==> src/rtl/ff_common_pkg.sv <==
// ----------------------------------------------------------------------------
// ff_common_pkg
// Definitions shared by the push-button front end and the T flip-flop blocks.
//   dbt_state_e          : 2-bit debounce FSM state. The encodings follow Gray
//                          order, so each transition changes only one bit.
//   DEF_SYNC_STAGES      : default synchronizer depth
//   DEF_DEBOUNCE_CYCLES  : default number of stable cycles needed to accept
//                          a level change
//   DEF_CNT_W            : default width of the press counter
// ----------------------------------------------------------------------------
package ff_common_pkg;

   typedef enum logic [1:0] {
      IDLE_LOW  = 2'b00,
      ARM_HIGH  = 2'b01,
      IDLE_HIGH = 2'b11,
      ARM_LOW   = 2'b10
   } dbt_state_e;

   localparam int DEF_SYNC_STAGES     = 2;
   localparam int DEF_DEBOUNCE_CYCLES = 4;
   localparam int DEF_CNT_W           = 8;

endpackage

==> src/rtl/debounce_toggle_gen_if.sv <==
// ----------------------------------------------------------------------------
// debounce_toggle_gen_if
// Groups the button-side signals of debounce_toggle_gen.
//   btn_raw     : raw button input. It is asynchronous to clk.
//   enable      : gates t_pulse and press_count
//   level       : debounced button level
//   rise_pulse  : one-cycle pulse on an accepted 0->1 change
//   fall_pulse  : one-cycle pulse on an accepted 1->0 change
//   t_pulse     : rise_pulse gated by enable; it feeds a T flip-flop
//   press_count : count of enabled accepted presses; it wraps
// Modports:
//   master : the side that drives the button and the enable, and observes
//            the results
//   slave  : the debouncer
// ----------------------------------------------------------------------------
interface debounce_toggle_gen_if
   import ff_common_pkg::*;
#(
   parameter int CNT_W = DEF_CNT_W
);
   logic             btn_raw;
   logic             enable;
   logic             level;
   logic             rise_pulse;
   logic             fall_pulse;
   logic             t_pulse;
   logic [CNT_W-1:0] press_count;

   modport master (
      output btn_raw, enable,
      input  level, rise_pulse, fall_pulse, t_pulse, press_count
   );

   modport slave (
      input  btn_raw, enable,
      output level, rise_pulse, fall_pulse, t_pulse, press_count
   );
endinterface

==> src/rtl/bit_synchronizer.sv <==
// ----------------------------------------------------------------------------
// bit_synchronizer
// A plain flop chain that brings an asynchronous single-bit input into the
// clk domain. No logic sits between the stages.
//   clk   : destination clock
//   rst_n : asynchronous active-low reset. It clears every stage to 0.
//   d     : asynchronous input
//   q     : synchronized output, taken from the last stage
// STAGES must be 2 or more.
// ----------------------------------------------------------------------------
module bit_synchronizer #(
   parameter int STAGES = 2
) (
   input  logic clk,
   input  logic rst_n,
   input  logic d,
   output logic q
);
   logic [STAGES-1:0] sync_q;

   always_ff @(posedge clk or negedge rst_n) begin
      if (!rst_n) begin
         sync_q <= '0;
      end else begin
         sync_q <= {sync_q[STAGES-2:0], d};
      end
   end

   assign q = sync_q[STAGES-1];
endmodule

==> src/rtl/debounce_toggle_gen.sv <==
// ----------------------------------------------------------------------------
// debounce_toggle_gen
// This is the push-button front end for a T flip-flop. It does three things:
//   1. It synchronizes btn_raw.
//   2. It debounces the synchronized level with a counter FSM.
//   3. It emits registered rise and fall pulses, a t_pulse gated by enable,
//      and a wrapping count of the enabled presses.
// Ports:
//   clk   : rising-edge clock
//   rst_n : asynchronous active-low reset
//   bus   : button-side signals (see debounce_toggle_gen_if, slave modport)
// Timing: when btn_raw is stable from before edge 1, level and the pulse
// update on edge SYNC_STAGES + DEBOUNCE_CYCLES.
// ----------------------------------------------------------------------------
module debounce_toggle_gen
   import ff_common_pkg::*;
#(
   parameter int SYNC_STAGES     = DEF_SYNC_STAGES,
   parameter int DEBOUNCE_CYCLES = DEF_DEBOUNCE_CYCLES,
   parameter int CNT_W           = DEF_CNT_W
) (
   input logic                 clk,
   input logic                 rst_n,
   debounce_toggle_gen_if.slave bus
);
   localparam int CW = $clog2(DEBOUNCE_CYCLES + 1);

   logic             s;
   dbt_state_e       state_q;
   logic [CW-1:0]    cnt_q;
   logic             level_q;
   logic             rise_q;
   logic             fall_q;
   logic             t_q;
   logic [CNT_W-1:0] press_count_q;
   logic [CNT_W-1:0] press_count_d;
   logic             cnt_last;

   bit_synchronizer #(.STAGES(SYNC_STAGES)) u_sync (
      .clk   (clk),
      .rst_n (rst_n),
      .d     (bus.btn_raw),
      .q     (s)
   );

   // An ARM state enters with cnt=1, so the change is accepted on the cycle
   // in which cnt+1 reaches DEBOUNCE_CYCLES.
   assign cnt_last      = (cnt_q == CW'(DEBOUNCE_CYCLES - 1));
   assign press_count_d = press_count_q + CNT_W'(1);

   always_ff @(posedge clk or negedge rst_n) begin
      if (!rst_n) begin
         state_q       <= IDLE_LOW;
         cnt_q         <= '0;
         level_q       <= 1'b0;
         rise_q        <= 1'b0;
         fall_q        <= 1'b0;
         t_q           <= 1'b0;
         press_count_q <= '0;
      end else begin
         // The pulses default low, so each one lasts exactly one cycle.
         rise_q <= 1'b0;
         fall_q <= 1'b0;
         t_q    <= 1'b0;
         case (state_q)
            IDLE_LOW: begin
               if (s) begin
                  state_q <= ARM_HIGH;
                  cnt_q   <= CW'(1);
               end
            end
            ARM_HIGH: begin
               if (!s) begin
                  state_q <= IDLE_LOW;
                  cnt_q   <= '0;
               end else if (cnt_last) begin
                  state_q <= IDLE_HIGH;
                  cnt_q   <= '0;
                  level_q <= 1'b1;
                  rise_q  <= 1'b1;
                  // Only the enable value at the acceptance edge matters.
                  t_q     <= bus.enable;
                  if (bus.enable) begin
                     press_count_q <= press_count_d;
                  end
               end else begin
                  cnt_q <= cnt_q + CW'(1);
               end
            end
            IDLE_HIGH: begin
               if (!s) begin
                  state_q <= ARM_LOW;
                  cnt_q   <= CW'(1);
               end
            end
            ARM_LOW: begin
               if (s) begin
                  state_q <= IDLE_HIGH;
                  cnt_q   <= '0;
               end else if (cnt_last) begin
                  state_q <= IDLE_LOW;
                  cnt_q   <= '0;
                  level_q <= 1'b0;
                  fall_q  <= 1'b1;
               end else begin
                  cnt_q <= cnt_q + CW'(1);
               end
            end
            default: begin
               state_q <= IDLE_LOW;
               cnt_q   <= '0;
            end
         endcase
      end
   end

   assign bus.level       = level_q;
   assign bus.rise_pulse  = rise_q;
   assign bus.fall_pulse  = fall_q;
   assign bus.t_pulse     = t_q;
   assign bus.press_count = press_count_q;
endmodule

==> src/flat_wrapper.sv <==
// flat-port wrapper written by rule: the top's interface ports become plain ports
module debounce_toggle_gen_flat import ff_common_pkg::*;
#(
   parameter int SYNC_STAGES     = DEF_SYNC_STAGES,
   parameter int DEBOUNCE_CYCLES = DEF_DEBOUNCE_CYCLES,
   parameter int CNT_W           = DEF_CNT_W
)
  (clk, rst_n, bus_btn_raw, bus_enable, bus_level, bus_rise_pulse, bus_fall_pulse, bus_t_pulse, bus_press_count);
  debounce_toggle_gen_if #(.CNT_W(CNT_W)) bus_i ();
  input logic clk;
  input logic rst_n;
  input wire logic [$bits(bus_i.btn_raw)-1:0] bus_btn_raw;
  input wire logic [$bits(bus_i.enable)-1:0] bus_enable;
  output wire logic [$bits(bus_i.level)-1:0] bus_level;
  output wire logic [$bits(bus_i.rise_pulse)-1:0] bus_rise_pulse;
  output wire logic [$bits(bus_i.fall_pulse)-1:0] bus_fall_pulse;
  output wire logic [$bits(bus_i.t_pulse)-1:0] bus_t_pulse;
  output wire logic [$bits(bus_i.press_count)-1:0] bus_press_count;
  assign bus_i.btn_raw = bus_btn_raw;
  assign bus_i.enable = bus_enable;
  assign bus_level = bus_i.level;
  assign bus_rise_pulse = bus_i.rise_pulse;
  assign bus_fall_pulse = bus_i.fall_pulse;
  assign bus_t_pulse = bus_i.t_pulse;
  assign bus_press_count = bus_i.press_count;
  debounce_toggle_gen #(.SYNC_STAGES(SYNC_STAGES), .DEBOUNCE_CYCLES(DEBOUNCE_CYCLES), .CNT_W(CNT_W)) u_core (.clk(clk), .rst_n(rst_n), .bus(bus_i));
endmodule
==> config.mk <==
export PLATFORM = sky130hd
export DESIGN_NAME = debounce_toggle_gen_flat
export DESIGN_NICKNAME = d
export VERILOG_FILES = /design/src/rtl/ff_common_pkg.sv /design/src/rtl/debounce_toggle_gen_if.sv /design/src/rtl/bit_synchronizer.sv /design/src/rtl/debounce_toggle_gen.sv /design/src/flat_wrapper.sv
export SDC_FILE = /design/constraint.sdc
export NUM_CORES = 1
export LEC_CHECK = 0
export CAP_MARGIN = 20
export CORE_MARGIN = 3
export CORE_UTILIZATION = 30
export CTS_BUF_LIST = sky130_fd_sc_hd__clkbuf_2 sky130_fd_sc_hd__clkbuf_4 sky130_fd_sc_hd__clkbuf_8
export DETAILED_ROUTE_END_ITERATION = 10
export PLACE_DENSITY = 0.53
export SKIP_CTS_REPAIR_TIMING = 1
export SLEW_MARGIN = 0
export SYNTH_ARGS = -nofsm -noshare
export SYNTH_HDL_FRONTEND = slang
export SYNTH_HIERARCHICAL = 1
export SYNTH_SLANG_ARGS = --single-unit
==> constraint.sdc <==
create_clock -name clk -period 3.1 [get_ports clk]
set_clock_uncertainty 0.05 [all_clocks]
set_input_delay 0.62 -clock clk [delete_from_list [all_inputs] [get_ports clk]]
set_output_delay 0.62 -clock clk [all_outputs]
set_load 0.01 [all_outputs]
==> out/results.md <==
### Critical path
- **RR Startpoint** u_core/state_q[1]$_DFFE_PN0P_
- **worst path bufs/invs** 1
- **critical path arrival** 1.29 ns
- **cell family with the largest share of critical-path delay** buffers and inverters
- **worst setup path endpoint** bus_press_count[0]
- **type of element capturing the critical path** primary output
- **Critical Path Max Stage Delay** 0.57 ns
- **minimum setup slack among reg-to-reg paths** 1.39 ns
- **reg2reg end** u_core/bus.press_count[1]$_DFFE_PN0P_
- **Worst R2R Path Depth** 5
- **critical path, cell by cell** clkdlybuf4s50_1
- **CP Launch Point** u_core/bus.press_count[0]$_DFFE_PN0P_
- **slowest cell on the critical path** clkdlybuf4s50_1
- **Worst Path Class, Setup** flop to primary output
- **critical-path maximum fanout** 5
- **launching element type of the critical path** flop
- **number of gates on the worst path with buffers counted** 1
- **worst endpoint required time** 2.43 ns

### Floorplanning
- **I/O Pins** 16
- **die extent in x** 61.6 um
- **cell row count** 19
- **effective utilization at floorplan** 32.5%
- **core area** 0.00285 mm^2
- **overall die area** 0.00380 mm^2
- **Die Y-Extent** 61.6 um

### Yosys
- **top-count cell post-synth** dfrtp_1
- **top cells by count, synth** dfrtp_1 (19), ha_1 (7), xnor2_1 (5), nand4_1 (4)
- **per-instance average area after synthesis** 12.4 um^2
- **top cell type's share of synthesized area** 51.2%
- **main flop type after synthesis** dfrtp_1
- **sequential cell area fraction in the yosys report** 51.2%
- **net count of the mapped netlist** 86
- **count of state elements after synthesis** 19
- **post-synthesis cell type with the largest combined area** dfrtp_1
- **cell types occupying the most area after synthesis** dfrtp_1 (51%), ha_1 (9.4%), xnor2_1 (4.7%), mux2_4 (3.2%), nand4_1 (2.7%)
- **synthesis warning total** 6
- **combined area of all synthesized cells** 928 um^2
- **number of synthesized flops with an enable pin** 0
- **share of flip-flops with an asynchronous set or reset** 100%
- **number of instances in the synthesized netlist** 75
- **number of unique standard cell types used by synthesis** 32

### CTS
- **Max Root-Sink Buffers** 2
- **buffer cell driving the clock tree root** clkbuf_4
- **number of buffers inserted during clock tree synthesis** 3
- **worst-skew pair later-pin latency** 0.29 ns
- **clk sinks** 19
- **H-tree Lvls** 1
- **Worst-path clk slew** 0.10 ns
- **CTS tree** done

### Placement
- **global placement routability congestion** 0.683
- **DP HPWL** 1210 um
- **placed insts** 119
- **quantity of I/O buffers inserted on ports** 15

### Final layout
- **final standard cell count with taps included and fillers excluded** 123
- **relative area change from synthesis to final layout** 21.6%
- **ratio of cells with drive above 1 in the final layout** 12.0%
- **antenna cells** 0
- **Layout Nets** 104
- **final-layout fill cell count** 294

### Global route
- **vias in the first global route** 575
- **first-pass GRT wire length** 2750 um
- **total congestion overflow after global routing** 0
- **initial antenna violation count** 0
- **largest net degree at the start of global routing** 20
- **GR Util All Layers** 9.93%

### Job
- **max-cap violation count** 0

### Power and ir drop
- **pwr/cell area** 644 mW/mm^2
- **Worst IR Drop VDD** 0.000264 V
- **static leakage** 0.000516 uW

### STA
- **Tightest Pin Transition** 0.851 ns
- **Worst Hold Slack** 0.311 ns
- **number of setup violations in the final report** 0
- **period utilization** 63.1%
- **final count of hold timing violations** 0
- **final-report max-slew violation count** 0
- **upper clock frequency limit** 511 MHz
- **RSZ-0062 raised after global routing** no
- **worst slew margin relative to its limit** 43.1%
- **sum of negative setup slack** 0 ns
- **clock period minus worst slack** 1.96 ns

### Detailed routing
- **final routed DRC violation total** 0
- **final wirelength** 1560 um
- **Vias per Instance** 4.70
- **average wire per cell in the routed design** 12.6 um
- **post-route ant nets** 0
- **number of detailed-routing iterations run before antenna repair** 4
- **number of vias in the routed layout** 578
- **starting DRC count in detailed routing** 25

### Hold path
- **kind of path behind the tightest hold check** flop to flop

### Outcome
- **run status** finished, final reports clean

[cells by family (layout without fill, tap and decap cells)]
family                   after synthesis  after routing  share of synthesized area [%]
multiplexers                           6              6                           8.22
AND/OR/NAND/NOR                       23             23                           15.0
AO/OA/AOI/OAI                          8              8                           6.33
adder cells (fa/ha/maj)                7              7                           9.43
XOR/XNOR                               7              7                           6.60
buffers and inverters                  5             22                           3.23
flip-flops                            19             19                           51.2
[flip-flops by register name (all words and copies together), names as in the netlist]
name                    cells
u_core/bus.fall_pulse       1
u_core/state_q              2
u_core/bus.level            1
u_core/cnt_q                3
u_core/bus.t_pulse          1
u_core/bus.rise_pulse       1
u_core/bus.press_count      8
u_core/u_sync/sync_q        2
[layer usage]
layer,part of all wire [%],track usage (%)
met5,0,0
met4,0.84,2.73
met3,4.2,4.40
met2,43,13.8
met1,52,14.0
[report_power, final]
part / total (uW) / internal (uW) / switching, uW
clock: 129 / 58.7 / 69.8
sequential: 315 / 284 / 31.2
combinational: 283 / 144 / 139
[layout make-up]
cell class	instances	area, um^2	area share (%)
inverters	3	11.3	0.998
repair buffers	15	150	13.3
flip-flops and latches	19	475	42.1
well taps	31	38.8	3.44
multi-input cells	51	423	37.5
clock buffers	4	30.0	2.66
[worst min path at each step]
stage / start / endpoint / slack, ns / depth (start not counted)
after global placement: u_core/u_sync/sync_q[0]$_DFF_PN0_ / u_core/u_sync/sync_q[1]$_DFF_PN0_ / 0.28 / 0
after detailed placement: u_core/u_sync/sync_q[0]$_DFF_PN0_ / u_core/u_sync/sync_q[1]$_DFF_PN0_ / 0.29 / 0
after global routing: u_core/u_sync/sync_q[0]$_DFF_PN0_ / u_core/u_sync/sync_q[1]$_DFF_PN0_ / 0.32 / 0
after floorplan: rst_n / u_core/bus.fall_pulse$_DFF_PN0_ / 0.27 / 0
after CTS: u_core/u_sync/sync_q[0]$_DFF_PN0_ / u_core/u_sync/sync_q[1]$_DFF_PN0_ / 0.31 / 0
final: u_core/u_sync/sync_q[0]$_DFF_PN0_ / u_core/u_sync/sync_q[1]$_DFF_PN0_ / 0.31 / 0
[placed cells by master, fill, tap and decap left out, drive strengths merged, types with 2 or more instances in the layout]
cell           synthesis  layout
inv                    3       3
ha                     7       7
xnor2                  5       5
nand2                  4       4
clkdlybuf4s50          0      15
clkbuf                 0       4
a21oi                  2       2
nand4                  4       4
xor2                   2       2
dfrtp                 19      19
nor2                   3       3
mux2                   4       4
nor3b                  2       2
o21ai                  3       3
mux2i                  2       2
[stage by stage]
stage / worst slack, ns / cell area (um^2) / total power, uW / util (%)
finish: 1.14 / 1130 / 726 / 39.6
detailed placement: 1.20 / 1100 / 606 / 38.5
floorplan: 1.52 / 928 / 531 / -
global placement: 1.22 / 1100 / 593 / 38.5
CTS: 1.12 / 1130 / 739 / 39.6
global route: 1.05 / 1130 / 788 / 39.6
Note: power is estimated with default switching activity, not from simulation.
